<file path="config.mk">
export PLATFORM = sky130hd
export DESIGN_NAME = sdram_read
export DESIGN_NICKNAME = d
export VERILOG_FILES = /design/src/rtl/sdram_pkg.sv /design/src/rtl/sdram_rd_capture.sv /design/src/rtl/sdram_read.sv
export SDC_FILE = /design/constraint.sdc
export NUM_CORES = 1
export LEC_CHECK = 0
export BUFFER_PORTS_ARGS = -buffer_cell sky130_fd_sc_hd__buf_2
export CAP_MARGIN = 20
export CORE_ASPECT_RATIO = 0.6
export CORE_MARGIN = 5
export CORE_UTILIZATION = 31
export CTS_CLUSTER_DIAMETER = 60
export CTS_CLUSTER_SIZE = 12
export DETAILED_ROUTE_END_ITERATION = 7
export HOLD_SLACK_MARGIN = 0.06
export SYNTH_ARGS = -nofsm -noshare
export SYNTH_HDL_FRONTEND = slang
export SYNTH_SLANG_ARGS = --single-unit
</file>
<file path="constraint.sdc">
create_clock -name sclk -period 2.4 [get_ports sclk]
set_input_delay 0.72 -clock sclk [delete_from_list [all_inputs] [get_ports sclk]]
set_output_delay 0.72 -clock sclk [all_outputs]
set_load 0.05 [all_outputs]
</file>
<file path="src/rtl/sdram_pkg.sv">
// sdram_pkg: shared SDRAM command codes, one-hot read-engine states, geometry
// constants and the write engine's burst test pattern.
package sdram_pkg;

  localparam logic [3:0] CMD_NOP  = 4'b0111;
  localparam logic [3:0] CMD_ACT  = 4'b0011;
  localparam logic [3:0] CMD_RD   = 4'b0101;
  localparam logic [3:0] CMD_PRE  = 4'b0010;
  localparam logic [3:0] CMD_AREF = 4'b0001;

  localparam int unsigned BURST_LEN = 4;
  localparam int unsigned COL_W     = 9;
  localparam int unsigned ROW_W     = 12;

  localparam logic [11:0] PRE_ALL_ADDR = 12'h400;

  typedef enum logic [4:0] {
    S_IDLE = 5'b00001,
    S_REQ  = 5'b00010,
    S_ACT  = 5'b00100,
    S_RD   = 5'b01000,
    S_PRE  = 5'b10000
  } state_t;

  // Beats 0..3 of every burst carry 3, 5, 7, 9.
  function automatic logic [15:0] rd_pattern(input logic [1:0] beat);
    return 16'd3 + {13'd0, beat, 1'b0};
  endfunction

endpackage

</file>
<file path="src/rtl/sdram_rd_capture.sv">
// sdram_rd_capture: CAS-latency valid pipeline, rd_dq sample register and,
// with SDRAM_RD_CHECK_EN defined, the burst pattern checker (sticky error).
module sdram_rd_capture
  import sdram_pkg::*;
#(
  parameter int unsigned CAS_LAT = 3
) (
  input  logic        i_clk,
  input  logic        i_rst,
  input  logic        i_rd_issue,
  input  logic [15:0] i_dq,
  output logic [15:0] o_data,
  output logic        o_valid,
  output logic        o_err
);

  localparam int unsigned PIPE_W = CAS_LAT + 3;

  logic [PIPE_W-1:0] r_pipe;
  logic [15:0]       r_data;
  logic              r_valid;
  logic              w_sample;

  // A READ in cycle t keeps this window lit for cycles t+CAS_LAT .. t+CAS_LAT+3.
  assign w_sample = |r_pipe[PIPE_W-1:CAS_LAT-1];

  always_ff @(posedge i_clk or posedge i_rst) begin
    if (i_rst) begin
      r_pipe  <= '0;
      r_data  <= '0;
      r_valid <= 1'b0;
    end else begin
      r_pipe  <= {r_pipe[PIPE_W-2:0], i_rd_issue};
      r_valid <= w_sample;
      if (w_sample) r_data <= i_dq;
    end
  end

  assign o_data  = r_data;
  assign o_valid = r_valid;

`ifdef SDRAM_RD_CHECK_EN
  logic [1:0] r_beat;
  logic [1:0] r_beat_q;
  logic       r_err;

  always_ff @(posedge i_clk or posedge i_rst) begin
    if (i_rst) begin
      r_beat   <= '0;
      r_beat_q <= '0;
      r_err    <= 1'b0;
    end else begin
      if (w_sample) begin
        r_beat   <= r_beat + 1'b1;
        r_beat_q <= r_beat;
      end
      if (r_valid && (r_data != rd_pattern(r_beat_q))) r_err <= 1'b1;
    end
  end

  assign o_err = r_err;
`else
  assign o_err = 1'b0;
`endif

endmodule

</file>
<file path="src/rtl/sdram_read.sv">
// sdram_read: read engine; arbitrated ACT/READ/PRE sequencing over rows 0..ROW_LAST
// of one bank with refresh yield. SDRAM_RD_CHECK_EN enables the data pattern checker.
module sdram_read
  import sdram_pkg::*;
#(
  parameter int unsigned CAS_LAT  = 3,
  parameter int unsigned TRCD     = 2,
  parameter int unsigned TRP      = 2,
  parameter int unsigned ROW_LAST = 1,
  parameter logic [1:0]  BANK     = 2'd0
) (
  input  logic        sclk,
  input  logic        reset,
  input  logic        rd_trig,
  output logic        rd_req,
  input  logic        rd_en,
  input  logic        ref_req,
  output logic        flag_rd_end,
  output logic [3:0]  rd_cmd,
  output logic [11:0] rd_addr,
  output logic [1:0]  bank_addr,
  input  logic [15:0] rd_dq,
  output logic [15:0] rd_data,
  output logic        rd_valid,
  output logic        rd_err
);

  localparam int unsigned CNT_W = 4;

  state_t           r_state, w_state_nxt;
  logic [CNT_W-1:0] r_cnt, w_cnt_nxt;
  logic [COL_W-1:0] r_col;
  logic [ROW_W-1:0] r_row;
  logic             r_ref_pend;
  logic [3:0]       r_cmd, w_cmd_nxt;
  logic [11:0]      r_addr, w_addr_nxt;
  logic             r_flag, w_flag_nxt;
  logic             w_ref, w_row_end, w_done, w_slot_end, w_pre_end;

  // The column pointer advances right after each READ, so a zero column while
  // reading means the row's last burst has gone out.
  assign w_ref      = ref_req | r_ref_pend;
  assign w_row_end  = (r_col == '0);
  assign w_done     = w_row_end && (r_row == ROW_W'(ROW_LAST + 1));
  assign w_slot_end = (r_state == S_RD) && (r_cnt[1:0] == 2'd3);
  assign w_pre_end  = (r_state == S_PRE) && (r_cnt == CNT_W'(TRP - 1));

  always_ff @(posedge sclk or posedge reset) begin
    if (reset) begin
      r_state <= S_IDLE;
      r_cnt   <= '0;
    end else begin
      r_state <= w_state_nxt;
      r_cnt   <= w_cnt_nxt;
    end
  end

  always_comb begin
    w_state_nxt = r_state;
    w_cnt_nxt   = r_cnt + 1'b1;
    unique case (r_state)
      S_IDLE: begin
        w_cnt_nxt = '0;
        if (rd_trig) w_state_nxt = S_REQ;
      end
      S_REQ: begin
        w_cnt_nxt = '0;
        if (rd_en) w_state_nxt = S_ACT;
      end
      S_ACT: begin
        if (r_cnt == CNT_W'(TRCD - 1)) begin
          w_state_nxt = S_RD;
          w_cnt_nxt   = '0;
        end
      end
      S_RD: begin
        if (w_slot_end) begin
          w_cnt_nxt = '0;
          if (w_done || w_row_end || w_ref) w_state_nxt = S_PRE;
        end
      end
      S_PRE: begin
        if (w_pre_end) begin
          w_cnt_nxt = '0;
          if (w_done)     w_state_nxt = S_IDLE;
          else if (w_ref) w_state_nxt = S_REQ;
          else            w_state_nxt = S_ACT;
        end
      end
      default: begin
        w_state_nxt = S_IDLE;
        w_cnt_nxt   = '0;
      end
    endcase
  end

  // Command/address are registered from the upcoming state so they line up with it.
  always_comb begin
    w_cmd_nxt  = CMD_NOP;
    w_addr_nxt = r_addr;
    w_flag_nxt = w_pre_end && (w_done || w_ref);
    if (w_cnt_nxt == '0) begin
      if (w_state_nxt == S_ACT) begin
        w_cmd_nxt  = CMD_ACT;
        w_addr_nxt = r_row;
      end else if (w_state_nxt == S_RD) begin
        w_cmd_nxt  = CMD_RD;
        w_addr_nxt = {3'b000, r_col[COL_W-1:2], 2'b00};
      end else if (w_state_nxt == S_PRE) begin
        w_cmd_nxt  = CMD_PRE;
        w_addr_nxt = PRE_ALL_ADDR;
      end
    end
  end

  always_ff @(posedge sclk or posedge reset) begin
    if (reset) begin
      r_cmd  <= CMD_NOP;
      r_addr <= '0;
      r_flag <= 1'b0;
    end else begin
      r_cmd  <= w_cmd_nxt;
      r_addr <= w_addr_nxt;
      r_flag <= w_flag_nxt;
    end
  end

  always_ff @(posedge sclk or posedge reset) begin
    if (reset) begin
      r_row      <= '0;
      r_col      <= '0;
      r_ref_pend <= 1'b0;
    end else begin
      if (r_state == S_IDLE) begin
        r_row <= '0;
        r_col <= '0;
      end else if (r_cmd == CMD_RD) begin
        r_col <= r_col + COL_W'(BURST_LEN);
        if (r_col == COL_W'((1 << COL_W) - BURST_LEN)) r_row <= r_row + 1'b1;
      end
      if (w_pre_end) begin
        r_ref_pend <= 1'b0;
      end else if (ref_req && ((r_state == S_ACT) || (r_state == S_RD) ||
                               (r_state == S_PRE))) begin
        r_ref_pend <= 1'b1;
      end
    end
  end

  assign rd_req      = (r_state == S_REQ);
  assign flag_rd_end = r_flag;
  assign rd_cmd      = r_cmd;
  assign rd_addr     = r_addr;
  assign bank_addr   = BANK;

  sdram_rd_capture #(
    .CAS_LAT (CAS_LAT)
  ) u_capture (
    .i_clk      (sclk),
    .i_rst      (reset),
    .i_rd_issue (r_cmd == CMD_RD),
    .i_dq       (rd_dq),
    .o_data     (rd_data),
    .o_valid    (rd_valid),
    .o_err      (rd_err)
  );

endmodule
</file>
==> results.md <==
* Status: complete, no violations
* Total power divided by cell area at between 800 and 900 mW/mm2
* Antenna violations before repair at 0
* Initial core utilization at 31.9%
* Total Wirelength at 8.28 mm
* Non-filler cells, final at between 500 and 600
* Number of fill cells in the layout at around 1000
* Number of global-route vias before repair at ~2500
* GR Util met3 at 4.43%
* Library cell with the highest instance count after synthesis: sky130_fd_sc_hd__dfrtp_1
* Max Clock Skew at around 0.0075 ns
* Overall Power at roughly 3.8 mW
* FF-to-FF setup slack at ~0.13 ns
* Number of enable-type register cells in the synthesized netlist at 0
* Type of the tightest min-delay check: reg -> reg
* Sequential element share of the synthesized area at around 50%
* Synth Warn # at 0
* Critical-path maximum fanout at 8
* Number of detailed-route iterations in the first pass at 4
* Clock transition time at the flip-flop clock pins of the worst setup and hold paths at ~0.06 ns
* DP Wirelength at between 6 and 7 mm
* Num rows at 29
* Wirelength per Cell at about 16 um
* DR vias at between 2000 and 3000
* Die Width at ~150 um
* Number of input and output port buffers inserted at 54
* Final setup vio count at 0
* Leading post-synthesis cells by cell area: sky130_fd_sc_hd__dfrtp_1, sky130_fd_sc_hd__mux2_2, sky130_fd_sc_hd__dfstp_2
* Category of the most critical setup path: reg -> out
* Launch point of the worst reg-to-reg path: r_col[3]
* Min-Delay Path Depth at 0
* Root buffer cell: sky130_fd_sc_hd__clkbuf_16
* Worst Reg-to-Reg Cells at 8
* Asr flop ratio synth at 100%
* DRC violation count after routing at 0
* Leading register cell type out of synthesis: sky130_fd_sc_hd__dfrtp_1
* Fraction of final layout cells sized beyond drive strength 1 at 38.1%
* Data arrival time of the critical path at around 1.6 ns
* Register bit count reported by yosys at 68
* Clock tree sinks at between 60 and 70
* Area growth from synthesis to layout at 29.9%
* CP endpoint kind: output pin
* Hold path endpoint: u_capture.r_pipe[1]
* GR Util All Layers at approximately 13%
* Met1 Track Usage GR at about a fifth
* VDD IR max at between 0.3 and 0.4 mV
* Count of final hold-check violations at 0
* Number of H-tree branching levels at 3
* Startpoint of the tightest hold check path: u_capture.r_pipe[0]
* Antenna fix cells at 0
* Instance count after placement with tap cells included at a little over 500
* Synthesized netlist cell count at between 300 and 400
* Pin count of the biggest net entering global routing at 52
* Number of clock buffers inserted by TritonCTS at 9
* Global routing met2 resource utilization at between 10% and 20%
* Final cycle utilization of the critical path at roughly 95%
* Maximum operating frequency at 440 MHz
* TritonCTS clock tree: done
* Final net count at about 420
* Endpoint of the worst-slack reg-to-reg timing path: rd_addr[9]
* Number of top-level pins at 59
* Per-instance average area after synthesis at ~11 um2
* Clock latency of the later-clocked register in the worst-skew pair at approximately 0.33 ns
* Kind of start point of the critical path: flop
* Average vias per placed instance at 4.91
* Maximum clock insertion buffer count at 2
* Required time at the worst-slack endpoint at 1.68 ns
* Wire length of the first global-routing pass at roughly 14 mm
* Total Die Area at roughly 0.013 mm2
* Die outline height at between 90 and 100 um
* Final weighted congestion of routability-driven global placement at 0.898
* Remaining antenna violation count at 0
* Number of max-slew violations in the final report at 0
* GRT busiest layer: met1
* Post-route minimum period at 2.27 ns
* Cell accounting for the most synthesized area: sky130_fd_sc_hd__dfrtp_1
* Post-Syn Area at 0.00340 mm2
* Overall overflow remaining after global route at 0
* Core Region at approximately 0.011 mm2
* Violation count after the first detailed-routing iteration at ~160
* Most numerous cell types in the synthesized netlist: sky130_fd_sc_hd__dfrtp_1, sky130_fd_sc_hd__nor2_1, sky130_fd_sc_hd__inv_1, sky130_fd_sc_hd__mux2_2, sky130_fd_sc_hd__o21ai_0
* Number of distinct standard cells referenced by the synthesized netlist at 60
* Max-capacitance violation count at 0
* Static Leakage at between 2 and 2.5 nW
* Share of Yosys cell area claimed by the top area cell type at about 47%
cell families after synthesis:
| kind of cell | share of synthesized area, % |
|---|---|
| AO/OA/AOI/OAI | 15.7 |
| XOR/XNOR | 4.90 |
| adder cells (fa/ha/maj) | 2.58 |
| buffers and inverters | 6.15 |
| flip-flops | 50.3 |
| multiplexers | 5.60 |
| other | 0.110 |
| AND/OR/NAND/NOR | 14.7 |
per-stage QoR:
stage / TNS, ns / cell area (um2) / hold slack [ns] / setup WS, ns / util, %
3_5_place_dp: -0.359 / 4020 / 0.342 / -0.0463 / 37.8
2_1_floorplan: 0 / 3420 / 0.331 / 0.0888 / -
6_report: 0 / 4410 / 0.348 / 0.127 / 41.5
4_1_cts: 0 / 4360 / 0.354 / 0.0495 / 41.0
3_3_place_gp: 0 / 4020 / 0.339 / 0.0216 / 37.8
5_1_grt: -0.00922 / 4410 / 0.365 / -0.00922 / 41.5
layout make-up:
class,instances,area (um2),area share (%)
tap,139,174,3.94
clock inverter,4,72.6,1.65
sequential,68,1710,38.7
multi-input combinational,197,1540,35.0
timing repair buffer,89,564,12.8
inverter,24,93.8,2.13
clock buffer,12,256,5.82
where the power goes:
group | internal [mW] | switching (mW)
Sequential | 1.25 | 0.0925
Clock | 0.964 | 0.477
Combinational | 0.324 | 0.649
Total | 2.54 | 1.22
layer usage:
layer | vias to the layer above | wire length (um)
li1 | 1249 | -
met1 | 1298 | 4350
met2 | 63 | 3330
met3 | 7 | 513
met4 | 0 | 74
met5 | - | 0
repair_timing:
item / 4_1_cts / 5_1_grt
buffers inserted: 0 / 3
hold buffers: 0 / 0
pin swaps: 0 / 4
gates resized for setup: 4 / 8
setup endpoints to repair: 7 / 15
worst max path at each step:
stage | slack, ns | from | depth (start not counted) | endpoint
floorplan | 0.09 | r_state[4] | 7 | rd_addr[11]
global placement | 0.02 | ref_req | 8 | rd_addr[10]
detailed placement | -0.05 | ref_req | 8 | rd_addr[3]
CTS | 0.05 | r_cnt[1] | 8 | rd_addr[10]
global route | -0.009 | r_cnt[1] | 9 | rd_addr[9]
finish | 0.13 | r_state[3] | 3 | rd_req
critical path: stages, from the launching register on:
cell	delay [ns]
sky130_fd_sc_hd__dfrtp_2	0.48
sky130_fd_sc_hd__nor2_4	0.18
sky130_fd_sc_hd__nor4b_4	0.30
sky130_fd_sc_hd__buf_4	0.26
registers in the layout (all words and copies together), names as in the netlist, 3 cells and up:
register	cells
r_row	12
rd_cmd	3
u_capture.r_pipe	6
rd_addr	12
r_col	7
r_cnt	4
u_capture.o_data	16
r_state	5
cells in the final DEF (no fill, tap or decap), types with 6 or more instances in the layout:
cell                        instances
sky130_fd_sc_hd__a211o_1            7
sky130_fd_sc_hd__nand4_1            6
sky130_fd_sc_hd__a32oi_1            6
sky130_fd_sc_hd__nand2_1           12
sky130_fd_sc_hd__buf_2             53
sky130_fd_sc_hd__mux2_2            16
sky130_fd_sc_hd__clkbuf_16          9
sky130_fd_sc_hd__nor2_1            26
sky130_fd_sc_hd__a21oi_1            7
sky130_fd_sc_hd__xnor2_1           11
sky130_fd_sc_hd__buf_4             33
sky130_fd_sc_hd__ha_1               7
sky130_fd_sc_hd__xor2_1             8
sky130_fd_sc_hd__o21ai_0           14
sky130_fd_sc_hd__nand3_1            8
sky130_fd_sc_hd__dfrtp_1           63
sky130_fd_sc_hd__inv_1             22
Note: power is estimated with default switching activity, not from simulation.
